[src/rtl/ysyx_24100029_axi_arbiter_if.sv]
// ysyx_24100029_axi_arbiter_if
// ---------------------------------------------------------------------------
// Purpose: full AXI4 bundle (AR, R, AW, W, B) shared by the arbiter's three
// ports. Only the handshake and payload fields the arbiter routes are present.
//
// Modports:
//   master   - the side that issues requests (drives *valid on AR/AW/W, rready, bready)
//   slave    - the side that answers requests (drives *ready on AR/AW/W, rvalid, bvalid)
//   rd_slave - read-only subset of slave, used for the instruction-fetch port
//
// Parameters:
//   ADDR_W - address width of AR/AW
//   DATA_W - data width of R/W (wstrb is DATA_W/8 bits)
// ---------------------------------------------------------------------------
interface ysyx_24100029_axi_arbiter_if #(
  parameter int ADDR_W = 32,
  parameter int DATA_W = 32
);

  logic              arvalid;
  logic              arready;
  logic [ADDR_W-1:0] araddr;
  logic [3:0]        arid;
  logic [7:0]        arlen;
  logic [2:0]        arsize;
  logic [1:0]        arburst;

  logic              rvalid;
  logic              rready;
  logic [DATA_W-1:0] rdata;
  logic [1:0]        rresp;
  logic              rlast;
  logic [3:0]        rid;

  logic              awvalid;
  logic              awready;
  logic [ADDR_W-1:0] awaddr;
  logic [3:0]        awid;
  logic [7:0]        awlen;
  logic [2:0]        awsize;
  logic [1:0]        awburst;

  logic                wvalid;
  logic                wready;
  logic [DATA_W-1:0]   wdata;
  logic [DATA_W/8-1:0] wstrb;
  logic                wlast;

  logic       bvalid;
  logic       bready;
  logic [1:0] bresp;
  logic [3:0] bid;

  modport master (
    output arvalid, araddr, arid, arlen, arsize, arburst,
    input  arready,
    input  rvalid, rdata, rresp, rlast, rid,
    output rready,
    output awvalid, awaddr, awid, awlen, awsize, awburst,
    input  awready,
    output wvalid, wdata, wstrb, wlast,
    input  wready,
    input  bvalid, bresp, bid,
    output bready
  );

  modport slave (
    input  arvalid, araddr, arid, arlen, arsize, arburst,
    output arready,
    output rvalid, rdata, rresp, rlast, rid,
    input  rready,
    input  awvalid, awaddr, awid, awlen, awsize, awburst,
    output awready,
    input  wvalid, wdata, wstrb, wlast,
    output wready,
    output bvalid, bresp, bid,
    input  bready
  );

  modport rd_slave (
    input  arvalid, araddr, arid, arlen, arsize, arburst,
    output arready,
    output rvalid, rdata, rresp, rlast, rid,
    input  rready
  );

endinterface

[src/rtl/ysyx_24100029_axi_arbiter.sv]
// ysyx_24100029_axi_arbiter
// ---------------------------------------------------------------------------
// Purpose: shares the core's single AXI4 memory port between the instruction
// fetch path (read only) and the load/store unit (read and write). Exactly
// one transaction is outstanding at a time; contending reads are granted
// round-robin.
//
// Ports:
//   clock - core clock, all state updates on the rising edge
//   reset - asynchronous, active-low reset
//   ifu   - instruction-fetch read port (AR/R only), arbiter is the slave
//   lsu   - load/store port (AR/R/AW/W/B), arbiter is the slave
//   mem   - downstream port toward the SoC/crossbar, arbiter is the master
//
// All channel routing in AR/R/W/B is combinational; there is no buffering.
// ---------------------------------------------------------------------------
module ysyx_24100029_axi_arbiter #(
  parameter int ADDR_W = 32,
  parameter int DATA_W = 32
) (
  input  logic                              clock,
  input  logic                              reset,
  ysyx_24100029_axi_arbiter_if.rd_slave     ifu,
  ysyx_24100029_axi_arbiter_if.slave        lsu,
  ysyx_24100029_axi_arbiter_if.master       mem
);

  localparam logic [ADDR_W-1:0] ADDR_ZERO = '0;
  localparam logic [DATA_W-1:0] DATA_ZERO = '0;

  typedef enum logic [2:0] {
    S_IDLE,
    S_AR,
    S_R,
    S_W,
    S_B
  } state_t;

  state_t state, state_next;

  // grant_lsu is both the current grant and the round-robin history: it is
  // loaded on every grant edge, so outside IDLE it selects the routed master
  // and inside IDLE it is the last master granted. It resets to LSU so the
  // instruction fetch wins the first contention.
  logic grant_lsu, grant_lsu_next;
  logic aw_done, aw_done_next;
  logic w_done, w_done_next;

  logic ifu_req, lsu_req, pick_lsu;
  logic ar_valid_sel, r_ready_sel;
  logic aw_fire, w_fire;

  // State register and handshake flags. Reset is asynchronous so a bus in
  // mid-transaction is released immediately; the transaction is abandoned.
  always_ff @(posedge clock or negedge reset) begin
    if (!reset) begin
      state     <= S_IDLE;
      grant_lsu <= 1'b1;
      aw_done   <= 1'b0;
      w_done    <= 1'b0;
    end else begin
      state     <= state_next;
      grant_lsu <= grant_lsu_next;
      aw_done   <= aw_done_next;
      w_done    <= w_done_next;
    end
  end

  // Next-state logic and the channel muxes. Every output defaults to idle
  // (valids/readies low, payload zero) so that only the granted master and
  // the channel of the current state ever see the slave. An LSU holding both
  // arvalid and awvalid is sent down the write path first; its read is
  // picked up on a later IDLE cycle because it keeps arvalid asserted.
  always_comb begin
    state_next     = state;
    grant_lsu_next = grant_lsu;
    aw_done_next   = aw_done;
    w_done_next    = w_done;

    ifu_req  = ifu.arvalid;
    lsu_req  = lsu.arvalid | lsu.awvalid;
    pick_lsu = lsu_req & (~ifu_req | ~grant_lsu);

    ar_valid_sel = grant_lsu ? lsu.arvalid : ifu.arvalid;
    r_ready_sel  = grant_lsu ? lsu.rready  : ifu.rready;
    aw_fire      = 1'b0;
    w_fire       = 1'b0;

    ifu.arready = 1'b0;
    ifu.rvalid  = 1'b0;
    ifu.rdata   = DATA_ZERO;
    ifu.rresp   = 2'b00;
    ifu.rlast   = 1'b0;
    ifu.rid     = 4'h0;

    lsu.arready = 1'b0;
    lsu.rvalid  = 1'b0;
    lsu.rdata   = DATA_ZERO;
    lsu.rresp   = 2'b00;
    lsu.rlast   = 1'b0;
    lsu.rid     = 4'h0;
    lsu.awready = 1'b0;
    lsu.wready  = 1'b0;
    lsu.bvalid  = 1'b0;
    lsu.bresp   = 2'b00;
    lsu.bid     = 4'h0;

    mem.arvalid = 1'b0;
    mem.araddr  = ADDR_ZERO;
    mem.arid    = 4'h0;
    mem.arlen   = 8'h00;
    mem.arsize  = 3'b000;
    mem.arburst = 2'b00;
    mem.rready  = 1'b0;
    mem.awvalid = 1'b0;
    mem.awaddr  = ADDR_ZERO;
    mem.awid    = 4'h0;
    mem.awlen   = 8'h00;
    mem.awsize  = 3'b000;
    mem.awburst = 2'b00;
    mem.wvalid  = 1'b0;
    mem.wdata   = DATA_ZERO;
    mem.wstrb   = '0;
    mem.wlast   = 1'b0;
    mem.bready  = 1'b0;

    unique case (state)
      S_IDLE: begin
        if (ifu_req | lsu_req) begin
          grant_lsu_next = pick_lsu;
          state_next     = (pick_lsu & lsu.awvalid) ? S_W : S_AR;
        end
      end

      S_AR: begin
        mem.arvalid = ar_valid_sel;
        if (grant_lsu) begin
          mem.araddr  = lsu.araddr;
          mem.arid    = lsu.arid;
          mem.arlen   = lsu.arlen;
          mem.arsize  = lsu.arsize;
          mem.arburst = lsu.arburst;
          lsu.arready = mem.arready;
        end else begin
          mem.araddr  = ifu.araddr;
          mem.arid    = ifu.arid;
          mem.arlen   = ifu.arlen;
          mem.arsize  = ifu.arsize;
          mem.arburst = ifu.arburst;
          ifu.arready = mem.arready;
        end
        if (ar_valid_sel & mem.arready) begin
          state_next = S_R;
        end
      end

      S_R: begin
        mem.rready = r_ready_sel;
        if (grant_lsu) begin
          lsu.rvalid = mem.rvalid;
          lsu.rdata  = mem.rdata;
          lsu.rresp  = mem.rresp;
          lsu.rlast  = mem.rlast;
          lsu.rid    = mem.rid;
        end else begin
          ifu.rvalid = mem.rvalid;
          ifu.rdata  = mem.rdata;
          ifu.rresp  = mem.rresp;
          ifu.rlast  = mem.rlast;
          ifu.rid    = mem.rid;
        end
        if (mem.rvalid & r_ready_sel & mem.rlast) begin
          state_next = S_IDLE;
        end
      end

      S_W: begin
        // A channel that has already handshaken is masked off so a master
        // still holding valid cannot issue a second address or last beat.
        mem.awvalid = lsu.awvalid & ~aw_done;
        mem.awaddr  = lsu.awaddr;
        mem.awid    = lsu.awid;
        mem.awlen   = lsu.awlen;
        mem.awsize  = lsu.awsize;
        mem.awburst = lsu.awburst;
        lsu.awready = mem.awready & ~aw_done;

        mem.wvalid  = lsu.wvalid & ~w_done;
        mem.wdata   = lsu.wdata;
        mem.wstrb   = lsu.wstrb;
        mem.wlast   = lsu.wlast;
        lsu.wready  = mem.wready & ~w_done;

        aw_fire = lsu.awvalid & mem.awready & ~aw_done;
        w_fire  = lsu.wvalid & mem.wready & lsu.wlast & ~w_done;
        if (aw_fire) begin
          aw_done_next = 1'b1;
        end
        if (w_fire) begin
          w_done_next = 1'b1;
        end
        if ((aw_done | aw_fire) & (w_done | w_fire)) begin
          state_next = S_B;
        end
      end

      S_B: begin
        lsu.bvalid = mem.bvalid;
        lsu.bresp  = mem.bresp;
        lsu.bid    = mem.bid;
        mem.bready = lsu.bready;
        if (mem.bvalid & lsu.bready) begin
          aw_done_next = 1'b0;
          w_done_next  = 1'b0;
          state_next   = S_IDLE;
        end
      end

      default: begin
        state_next = S_IDLE;
      end
    endcase
  end

endmodule

[src/flat_wrapper.sv]
// flat-port wrapper written by rule: the top's interface ports become plain ports
module ysyx_24100029_axi_arbiter_flat 
#(
  parameter int ADDR_W = 32,
  parameter int DATA_W = 32
)
  (clock, reset, ifu_arvalid, ifu_araddr, ifu_arid, ifu_arlen, ifu_arsize, ifu_arburst, ifu_arready, ifu_rvalid, ifu_rdata, ifu_rresp, ifu_rlast, ifu_rid, ifu_rready, lsu_arvalid, lsu_araddr, lsu_arid, lsu_arlen, lsu_arsize, lsu_arburst, lsu_arready, lsu_rvalid, lsu_rdata, lsu_rresp, lsu_rlast, lsu_rid, lsu_rready, lsu_awvalid, lsu_awaddr, lsu_awid, lsu_awlen, lsu_awsize, lsu_awburst, lsu_awready, lsu_wvalid, lsu_wdata, lsu_wstrb, lsu_wlast, lsu_wready, lsu_bvalid, lsu_bresp, lsu_bid, lsu_bready, mem_arvalid, mem_araddr, mem_arid, mem_arlen, mem_arsize, mem_arburst, mem_arready, mem_rvalid, mem_rdata, mem_rresp, mem_rlast, mem_rid, mem_rready, mem_awvalid, mem_awaddr, mem_awid, mem_awlen, mem_awsize, mem_awburst, mem_awready, mem_wvalid, mem_wdata, mem_wstrb, mem_wlast, mem_wready, mem_bvalid, mem_bresp, mem_bid, mem_bready);
  ysyx_24100029_axi_arbiter_if #(.ADDR_W(ADDR_W), .DATA_W(DATA_W)) ifu_i ();
  ysyx_24100029_axi_arbiter_if #(.ADDR_W(ADDR_W), .DATA_W(DATA_W)) lsu_i ();
  ysyx_24100029_axi_arbiter_if #(.ADDR_W(ADDR_W), .DATA_W(DATA_W)) mem_i ();
  input  logic clock;
  input  logic reset;
  input wire logic [$bits(ifu_i.arvalid)-1:0] ifu_arvalid;
  input wire logic [$bits(ifu_i.araddr)-1:0] ifu_araddr;
  input wire logic [$bits(ifu_i.arid)-1:0] ifu_arid;
  input wire logic [$bits(ifu_i.arlen)-1:0] ifu_arlen;
  input wire logic [$bits(ifu_i.arsize)-1:0] ifu_arsize;
  input wire logic [$bits(ifu_i.arburst)-1:0] ifu_arburst;
  output wire logic [$bits(ifu_i.arready)-1:0] ifu_arready;
  output wire logic [$bits(ifu_i.rvalid)-1:0] ifu_rvalid;
  output wire logic [$bits(ifu_i.rdata)-1:0] ifu_rdata;
  output wire logic [$bits(ifu_i.rresp)-1:0] ifu_rresp;
  output wire logic [$bits(ifu_i.rlast)-1:0] ifu_rlast;
  output wire logic [$bits(ifu_i.rid)-1:0] ifu_rid;
  input wire logic [$bits(ifu_i.rready)-1:0] ifu_rready;
  input wire logic [$bits(lsu_i.arvalid)-1:0] lsu_arvalid;
  input wire logic [$bits(lsu_i.araddr)-1:0] lsu_araddr;
  input wire logic [$bits(lsu_i.arid)-1:0] lsu_arid;
  input wire logic [$bits(lsu_i.arlen)-1:0] lsu_arlen;
  input wire logic [$bits(lsu_i.arsize)-1:0] lsu_arsize;
  input wire logic [$bits(lsu_i.arburst)-1:0] lsu_arburst;
  output wire logic [$bits(lsu_i.arready)-1:0] lsu_arready;
  output wire logic [$bits(lsu_i.rvalid)-1:0] lsu_rvalid;
  output wire logic [$bits(lsu_i.rdata)-1:0] lsu_rdata;
  output wire logic [$bits(lsu_i.rresp)-1:0] lsu_rresp;
  output wire logic [$bits(lsu_i.rlast)-1:0] lsu_rlast;
  output wire logic [$bits(lsu_i.rid)-1:0] lsu_rid;
  input wire logic [$bits(lsu_i.rready)-1:0] lsu_rready;
  input wire logic [$bits(lsu_i.awvalid)-1:0] lsu_awvalid;
  input wire logic [$bits(lsu_i.awaddr)-1:0] lsu_awaddr;
  input wire logic [$bits(lsu_i.awid)-1:0] lsu_awid;
  input wire logic [$bits(lsu_i.awlen)-1:0] lsu_awlen;
  input wire logic [$bits(lsu_i.awsize)-1:0] lsu_awsize;
  input wire logic [$bits(lsu_i.awburst)-1:0] lsu_awburst;
  output wire logic [$bits(lsu_i.awready)-1:0] lsu_awready;
  input wire logic [$bits(lsu_i.wvalid)-1:0] lsu_wvalid;
  input wire logic [$bits(lsu_i.wdata)-1:0] lsu_wdata;
  input wire logic [$bits(lsu_i.wstrb)-1:0] lsu_wstrb;
  input wire logic [$bits(lsu_i.wlast)-1:0] lsu_wlast;
  output wire logic [$bits(lsu_i.wready)-1:0] lsu_wready;
  output wire logic [$bits(lsu_i.bvalid)-1:0] lsu_bvalid;
  output wire logic [$bits(lsu_i.bresp)-1:0] lsu_bresp;
  output wire logic [$bits(lsu_i.bid)-1:0] lsu_bid;
  input wire logic [$bits(lsu_i.bready)-1:0] lsu_bready;
  output wire logic [$bits(mem_i.arvalid)-1:0] mem_arvalid;
  output wire logic [$bits(mem_i.araddr)-1:0] mem_araddr;
  output wire logic [$bits(mem_i.arid)-1:0] mem_arid;
  output wire logic [$bits(mem_i.arlen)-1:0] mem_arlen;
  output wire logic [$bits(mem_i.arsize)-1:0] mem_arsize;
  output wire logic [$bits(mem_i.arburst)-1:0] mem_arburst;
  input wire logic [$bits(mem_i.arready)-1:0] mem_arready;
  input wire logic [$bits(mem_i.rvalid)-1:0] mem_rvalid;
  input wire logic [$bits(mem_i.rdata)-1:0] mem_rdata;
  input wire logic [$bits(mem_i.rresp)-1:0] mem_rresp;
  input wire logic [$bits(mem_i.rlast)-1:0] mem_rlast;
  input wire logic [$bits(mem_i.rid)-1:0] mem_rid;
  output wire logic [$bits(mem_i.rready)-1:0] mem_rready;
  output wire logic [$bits(mem_i.awvalid)-1:0] mem_awvalid;
  output wire logic [$bits(mem_i.awaddr)-1:0] mem_awaddr;
  output wire logic [$bits(mem_i.awid)-1:0] mem_awid;
  output wire logic [$bits(mem_i.awlen)-1:0] mem_awlen;
  output wire logic [$bits(mem_i.awsize)-1:0] mem_awsize;
  output wire logic [$bits(mem_i.awburst)-1:0] mem_awburst;
  input wire logic [$bits(mem_i.awready)-1:0] mem_awready;
  output wire logic [$bits(mem_i.wvalid)-1:0] mem_wvalid;
  output wire logic [$bits(mem_i.wdata)-1:0] mem_wdata;
  output wire logic [$bits(mem_i.wstrb)-1:0] mem_wstrb;
  output wire logic [$bits(mem_i.wlast)-1:0] mem_wlast;
  input wire logic [$bits(mem_i.wready)-1:0] mem_wready;
  input wire logic [$bits(mem_i.bvalid)-1:0] mem_bvalid;
  input wire logic [$bits(mem_i.bresp)-1:0] mem_bresp;
  input wire logic [$bits(mem_i.bid)-1:0] mem_bid;
  output wire logic [$bits(mem_i.bready)-1:0] mem_bready;
  assign ifu_i.arvalid = ifu_arvalid;
  assign ifu_i.araddr = ifu_araddr;
  assign ifu_i.arid = ifu_arid;
  assign ifu_i.arlen = ifu_arlen;
  assign ifu_i.arsize = ifu_arsize;
  assign ifu_i.arburst = ifu_arburst;
  assign ifu_arready = ifu_i.arready;
  assign ifu_rvalid = ifu_i.rvalid;
  assign ifu_rdata = ifu_i.rdata;
  assign ifu_rresp = ifu_i.rresp;
  assign ifu_rlast = ifu_i.rlast;
  assign ifu_rid = ifu_i.rid;
  assign ifu_i.rready = ifu_rready;
  assign lsu_i.arvalid = lsu_arvalid;
  assign lsu_i.araddr = lsu_araddr;
  assign lsu_i.arid = lsu_arid;
  assign lsu_i.arlen = lsu_arlen;
  assign lsu_i.arsize = lsu_arsize;
  assign lsu_i.arburst = lsu_arburst;
  assign lsu_arready = lsu_i.arready;
  assign lsu_rvalid = lsu_i.rvalid;
  assign lsu_rdata = lsu_i.rdata;
  assign lsu_rresp = lsu_i.rresp;
  assign lsu_rlast = lsu_i.rlast;
  assign lsu_rid = lsu_i.rid;
  assign lsu_i.rready = lsu_rready;
  assign lsu_i.awvalid = lsu_awvalid;
  assign lsu_i.awaddr = lsu_awaddr;
  assign lsu_i.awid = lsu_awid;
  assign lsu_i.awlen = lsu_awlen;
  assign lsu_i.awsize = lsu_awsize;
  assign lsu_i.awburst = lsu_awburst;
  assign lsu_awready = lsu_i.awready;
  assign lsu_i.wvalid = lsu_wvalid;
  assign lsu_i.wdata = lsu_wdata;
  assign lsu_i.wstrb = lsu_wstrb;
  assign lsu_i.wlast = lsu_wlast;
  assign lsu_wready = lsu_i.wready;
  assign lsu_bvalid = lsu_i.bvalid;
  assign lsu_bresp = lsu_i.bresp;
  assign lsu_bid = lsu_i.bid;
  assign lsu_i.bready = lsu_bready;
  assign mem_arvalid = mem_i.arvalid;
  assign mem_araddr = mem_i.araddr;
  assign mem_arid = mem_i.arid;
  assign mem_arlen = mem_i.arlen;
  assign mem_arsize = mem_i.arsize;
  assign mem_arburst = mem_i.arburst;
  assign mem_i.arready = mem_arready;
  assign mem_i.rvalid = mem_rvalid;
  assign mem_i.rdata = mem_rdata;
  assign mem_i.rresp = mem_rresp;
  assign mem_i.rlast = mem_rlast;
  assign mem_i.rid = mem_rid;
  assign mem_rready = mem_i.rready;
  assign mem_awvalid = mem_i.awvalid;
  assign mem_awaddr = mem_i.awaddr;
  assign mem_awid = mem_i.awid;
  assign mem_awlen = mem_i.awlen;
  assign mem_awsize = mem_i.awsize;
  assign mem_awburst = mem_i.awburst;
  assign mem_i.awready = mem_awready;
  assign mem_wvalid = mem_i.wvalid;
  assign mem_wdata = mem_i.wdata;
  assign mem_wstrb = mem_i.wstrb;
  assign mem_wlast = mem_i.wlast;
  assign mem_i.wready = mem_wready;
  assign mem_i.bvalid = mem_bvalid;
  assign mem_i.bresp = mem_bresp;
  assign mem_i.bid = mem_bid;
  assign mem_bready = mem_i.bready;
  ysyx_24100029_axi_arbiter #(.ADDR_W(ADDR_W), .DATA_W(DATA_W)) u_core (.clock(clock), .reset(reset), .ifu(ifu_i), .lsu(lsu_i), .mem(mem_i));
endmodule
[config.mk]
export PLATFORM = sky130hd
export DESIGN_NAME = ysyx_24100029_axi_arbiter_flat
export DESIGN_NICKNAME = d
export VERILOG_FILES = /design/src/rtl/ysyx_24100029_axi_arbiter_if.sv /design/src/rtl/ysyx_24100029_axi_arbiter.sv /design/src/flat_wrapper.sv
export SDC_FILE = /design/constraint.sdc
export NUM_CORES = 1
export LEC_CHECK = 0
export CORE_AREA = 3 3 184 186
export CTS_BUF_LIST = sky130_fd_sc_hd__clkbuf_4 sky130_fd_sc_hd__clkbuf_8 sky130_fd_sc_hd__clkbuf_16
export CTS_CLUSTER_DIAMETER = 50
export CTS_CLUSTER_SIZE = 30
export DETAILED_ROUTE_END_ITERATION = 10
export DIE_AREA = 0 0 187 189
export PLACE_DENSITY = 0.42
export SLEW_MARGIN = 10
export SYNTH_ARGS = -nofsm -noshare
export SYNTH_HDL_FRONTEND = slang
export SYNTH_SLANG_ARGS = --single-unit
[constraint.sdc]
create_clock -name clock -period 1.7 [get_ports clock]
set_input_delay 0.17 -clock clock [delete_from_list [all_inputs] [get_ports clock]]
set_output_delay 0.17 -clock clock [all_outputs]
set_load 0.05 [all_outputs]
Word level (Yosys, flattened, before mapping)
Cells that the tools add are included.

cells by class
  bitwise operators = 25
  multiplexer cells = 66
  reductions and logical operators = 6
  eq/ne operators = 11

operators with widths
  cell                number
  $mux 32             8
  $mux 4              9
  $mux 1              26
  $mux 3              8
  $mux 8              3
  $mux 2              9
  $and 1x1->1         16
  $pmux 3 s5          1
  $ne 2x1->1 const B  7
  $eq 3x2->1 const B  2
  $reduce_and 3->1    2
  $or 1x1->1          5
  $reduce_and 5->1    1
  $not 1->1           4
  $pmux 1 s2          2
  $eq 3x1->1 const B  1
  $eq 3x3->1 const B  1
  $logic_not 3->1     1
  $reduce_and 2->1    1
  $reduce_bool 2->1   1

storage, ports and cells
  bits of input ports = 243
  word-level logic and storage cells = 112
  bits in registers = 6
  output and inout port bits = 231

Longest topological paths before layout
  word-level depth = 7
  gate-level depth with buffers = 7

Least setup slack after synthesis
No wires, ideal clock.

  path type = reg2out
  start = register u_core.grant_lsu
  end = output port mem_arburst[0]
  data required time = 1.530 ns
  cell stages (with the launch flop) = 6
  setup slack = -0.475 ns
  arrival = 2.005 ns
  cell sequence = dfstp_2 -> buf_2 -> buf_2 -> buf_1 -> mux2i_1 -> nor2_1

between the ends
  cells in the longest elaborated chain, start to end = 2

ends and longest elaborated chain
  item                    RTL line                          source
  from (decl)             ysyx_24100029_axi_arbiter.sv:45   logic grant_lsu, grant_lsu_next;
  from (signal assigned)  ysyx_24100029_axi_arbiter.sv:63   grant_lsu <= grant_lsu_next;
  $mux 2                  ysyx_24100029_axi_arbiter.sv:137  if (grant_lsu) begin
  $mux 2                  ysyx_24100029_axi_arbiter.sv:127  unique case (state)
  to (decl)               flat_wrapper.sv:60                output wire logic [$bits(mem_i.arburst)-1:0] mem_arburst;

No other way between the ends.

Worst setup path in the final report
  start = register u_core.grant_lsu
  end = output port mem_arid[3]

between the ends
  cells in the longest elaborated chain, start to end = 2

ends and longest elaborated chain
  item       RTL line                          source
  $mux 4     ysyx_24100029_axi_arbiter.sv:137
  $mux 4     ysyx_24100029_axi_arbiter.sv:127
  to (decl)  flat_wrapper.sv:57                output wire logic [$bits(mem_i.arid)-1:0] mem_arid;

No other way between the ends.

==> metrics.cfg <==
[run_status]
status=finished with violations
violations=setup timing

[placement]
dp_hpwl_microns=18300
place_congestion=0.761
port_buffers=473
place_ws_ns=-0.297

[grt]
grt_use_total=0.120
grt_pass1_vias=5036
gr-total-overflow=0
grt_first_pass_wirelength_microns=32700
antenna_found_initial=1
grt_max_degree=41

[flow_run]
cap_violations=0

[yosys]
synth_warnings=0
synth_most_common_cell=and2_1
ys_types=31
synth_top_cells_by_count=and2_1 (135), nor2_1 (54), mux2i_1 (51)
ys_seq_elements=6
avgSynthCellArea_sq_um=6.56
syn_nets=607
ys_top_cells_by_area=and2_1 (35%), mux2i_1 (21%), and3_1 (11%)
synth_cells=364
synth_top_area_cell=and2_1
syn_area_sq_mm=0.00239
ys_seq_area_frac=0.0634
async_flop_share=1.00
synth_ff_type=dfrtp_1
synth_top_area_frac=0.354
synth_edf_count=0

[floorplan]
pin_count=474
die_w_microns=187
core_sq_mm=0.0325
initial_core_util=0.0736
fp-row-count=66
dieHeight_microns=189
die_area_sq_mm=0.0353

[timing]
setup_ws_ns=-0.239
slew_headroom=0.795
period_minus_slack_ns=1.94
finalMaxSlewViolations=0
rsz0062_at_grt=true
setup_viol=211
skew_ns=0.00502
fin_crit_sh=1.14
setup_tns_ns=-31.45
whs_ns=0.198
max_slew.worst_pin.slew_ns=0.305
timing.final.hold_violations=0
fmax_mhz=516

[critical_path]
rrSetupSlack_ns=-0.20
cp_data_required_time_ns=1.53
crit_type=reg -> out
reg2reg_depth=6
arrival_ns=1.77
setup.worst_path.start=u_core.grant_lsu
r2r_start=u_core.grant_lsu
crit_fanout=16
rr_endpoint=u_core.state[1]
startpoint_type=flip-flop
endpoint=mem_arid[3]
endpoint_kind=output pin

[detailed_routing]
totalWireLength_microns=23100
drtIter0Drc=56
viasPerCell=3.53
dr.pass1.iters=4
vias=4707
drc_errors=0
drt-wirelength-per-cell_microns=17.3
ant_nets=0

[min_path]
hold_path.class=in -> async

[pwr]
finalPower_w=0.0183
ir_worst_vdd_v=0.000685
leakage_nw=4.80
power_density_mw_per_mm2=1540

[cells_and_area]
area_growth_pct=399
final_nets=1134
num_antenna_cells=0
post_route_cells_drive_above_1_share=0.637

[cts]
cts_buffers=3
root_buffer=clkbuf_16
clock_sink_count=6
clockBufferDepth=2
insertion_delay_ns=0.23
clkSlewWorstSetupHoldPaths_ns=0.04
cts_tree=built
htree_levels=1

-- power by group --
group	total (W)	internal, W	leakage (nW)	switching (W)
clock network	0.000411	0.000327	0.0416	0.0000838
registers	0.000365	0.000230	0.0696	0.000134
logic	0.0175	0.00888	4.69	0.00864
-- layout by cell type, fill, tap and decap left out, drive strengths merged --
cell type        n
nand2b           1
or3b             2
nor2            54
a32o             1
nand3b           1
and3            41
nor3b            5
mux2i           51
and2           135
o21ai            6
nand3            2
nor3             3
nor4             1
a31oi            2
clkdlybuf4s50  242
dfstp            1
nand2            7
dfrtp            5
inv              1
or2              1
nor2b            1
bufbuf           1
and3b            1
mux2             1
clkbuf           7
buf            313
a21oi            4
-- worst min path at each step --
stage	to	slack [ns]	from
5_1_grt	u_core.state[0]	0.23	reset
6_report	u_core.state[0]	0.20	reset
4_1_cts	u_core.state[0]	0.21	reset
3_5_place_dp	u_core.state[2]	0.46	reset
3_3_place_gp	u_core.state[0]	0.46	reset
2_1_floorplan	u_core.aw_done	-0.13	reset
-- through the flow --
stage | area, sq um | utilization | instances
2_1_floorplan | 2830 | - | 364
3_3_place_gp | 10100 | 0.310 | 1284
3_5_place_dp | 10100 | 0.310 | 1284
4_1_cts | 11500 | 0.355 | 1323
5_1_grt | 11900 | 0.367 | 1332
6_report | 11900 | 0.367 | 1332
-- worst max-delay path: stages, from the launching register on --
cell,delay (ns)
dfstp_4,0.72
buf_16,0.21
mux2i_2,0.26
buf_4,0.15
nor2_4,0.04
buf_12,0.14
-- per-layer routing --
layer,up-vias,track usage,part of all wire
met1,2162,0.132,0.37
met3,14,0.0367,0.082
met4,2,0.0212,0.017
met2,270,0.229,0.53
li1,2259,-,-
met5,-,0,0.00043
-- what timing repair did --
item / in CTS / in global routing
hold buffers: 0 / 0
pin swaps: 73 / 12
gates cloned: 13 / 4
setup buffers: 22 / 10
endpoints found under the setup margin: 223 / 232
gates resized for setup: 212 / 79
-- cell type report --
cell class / instances / area [sq um]
clock buffer: 4 / 82.6
fill: 3185 / 20500
timing repair buffer: 559 / 7890
sequential: 6 / 156
inverter: 1 / 8.76
tap: 442 / 553
multi-input combinational: 320 / 3210
-- sequential cells by signal, indices dropped and copies added, names as in the netlist --
name and count:
u_core.state 3, u_core.aw_done 1, u_core.grant_lsu 1, u_core.w_done 1
-- cell families (layout without fill, tap and decap cells) --
logic type / count (synthesis) / in the layout / synth area share
AND/OR/NAND/NOR: 255 / 255 / 0.610
AO/OA/AOI/OAI: 13 / 13 / 0.0367
multiplexers: 52 / 52 / 0.220
buffers and inverters: 38 / 564 / 0.0702
flip-flops: 6 / 6 / 0.0634
Note: power is estimated with default switching activity, not from simulation.
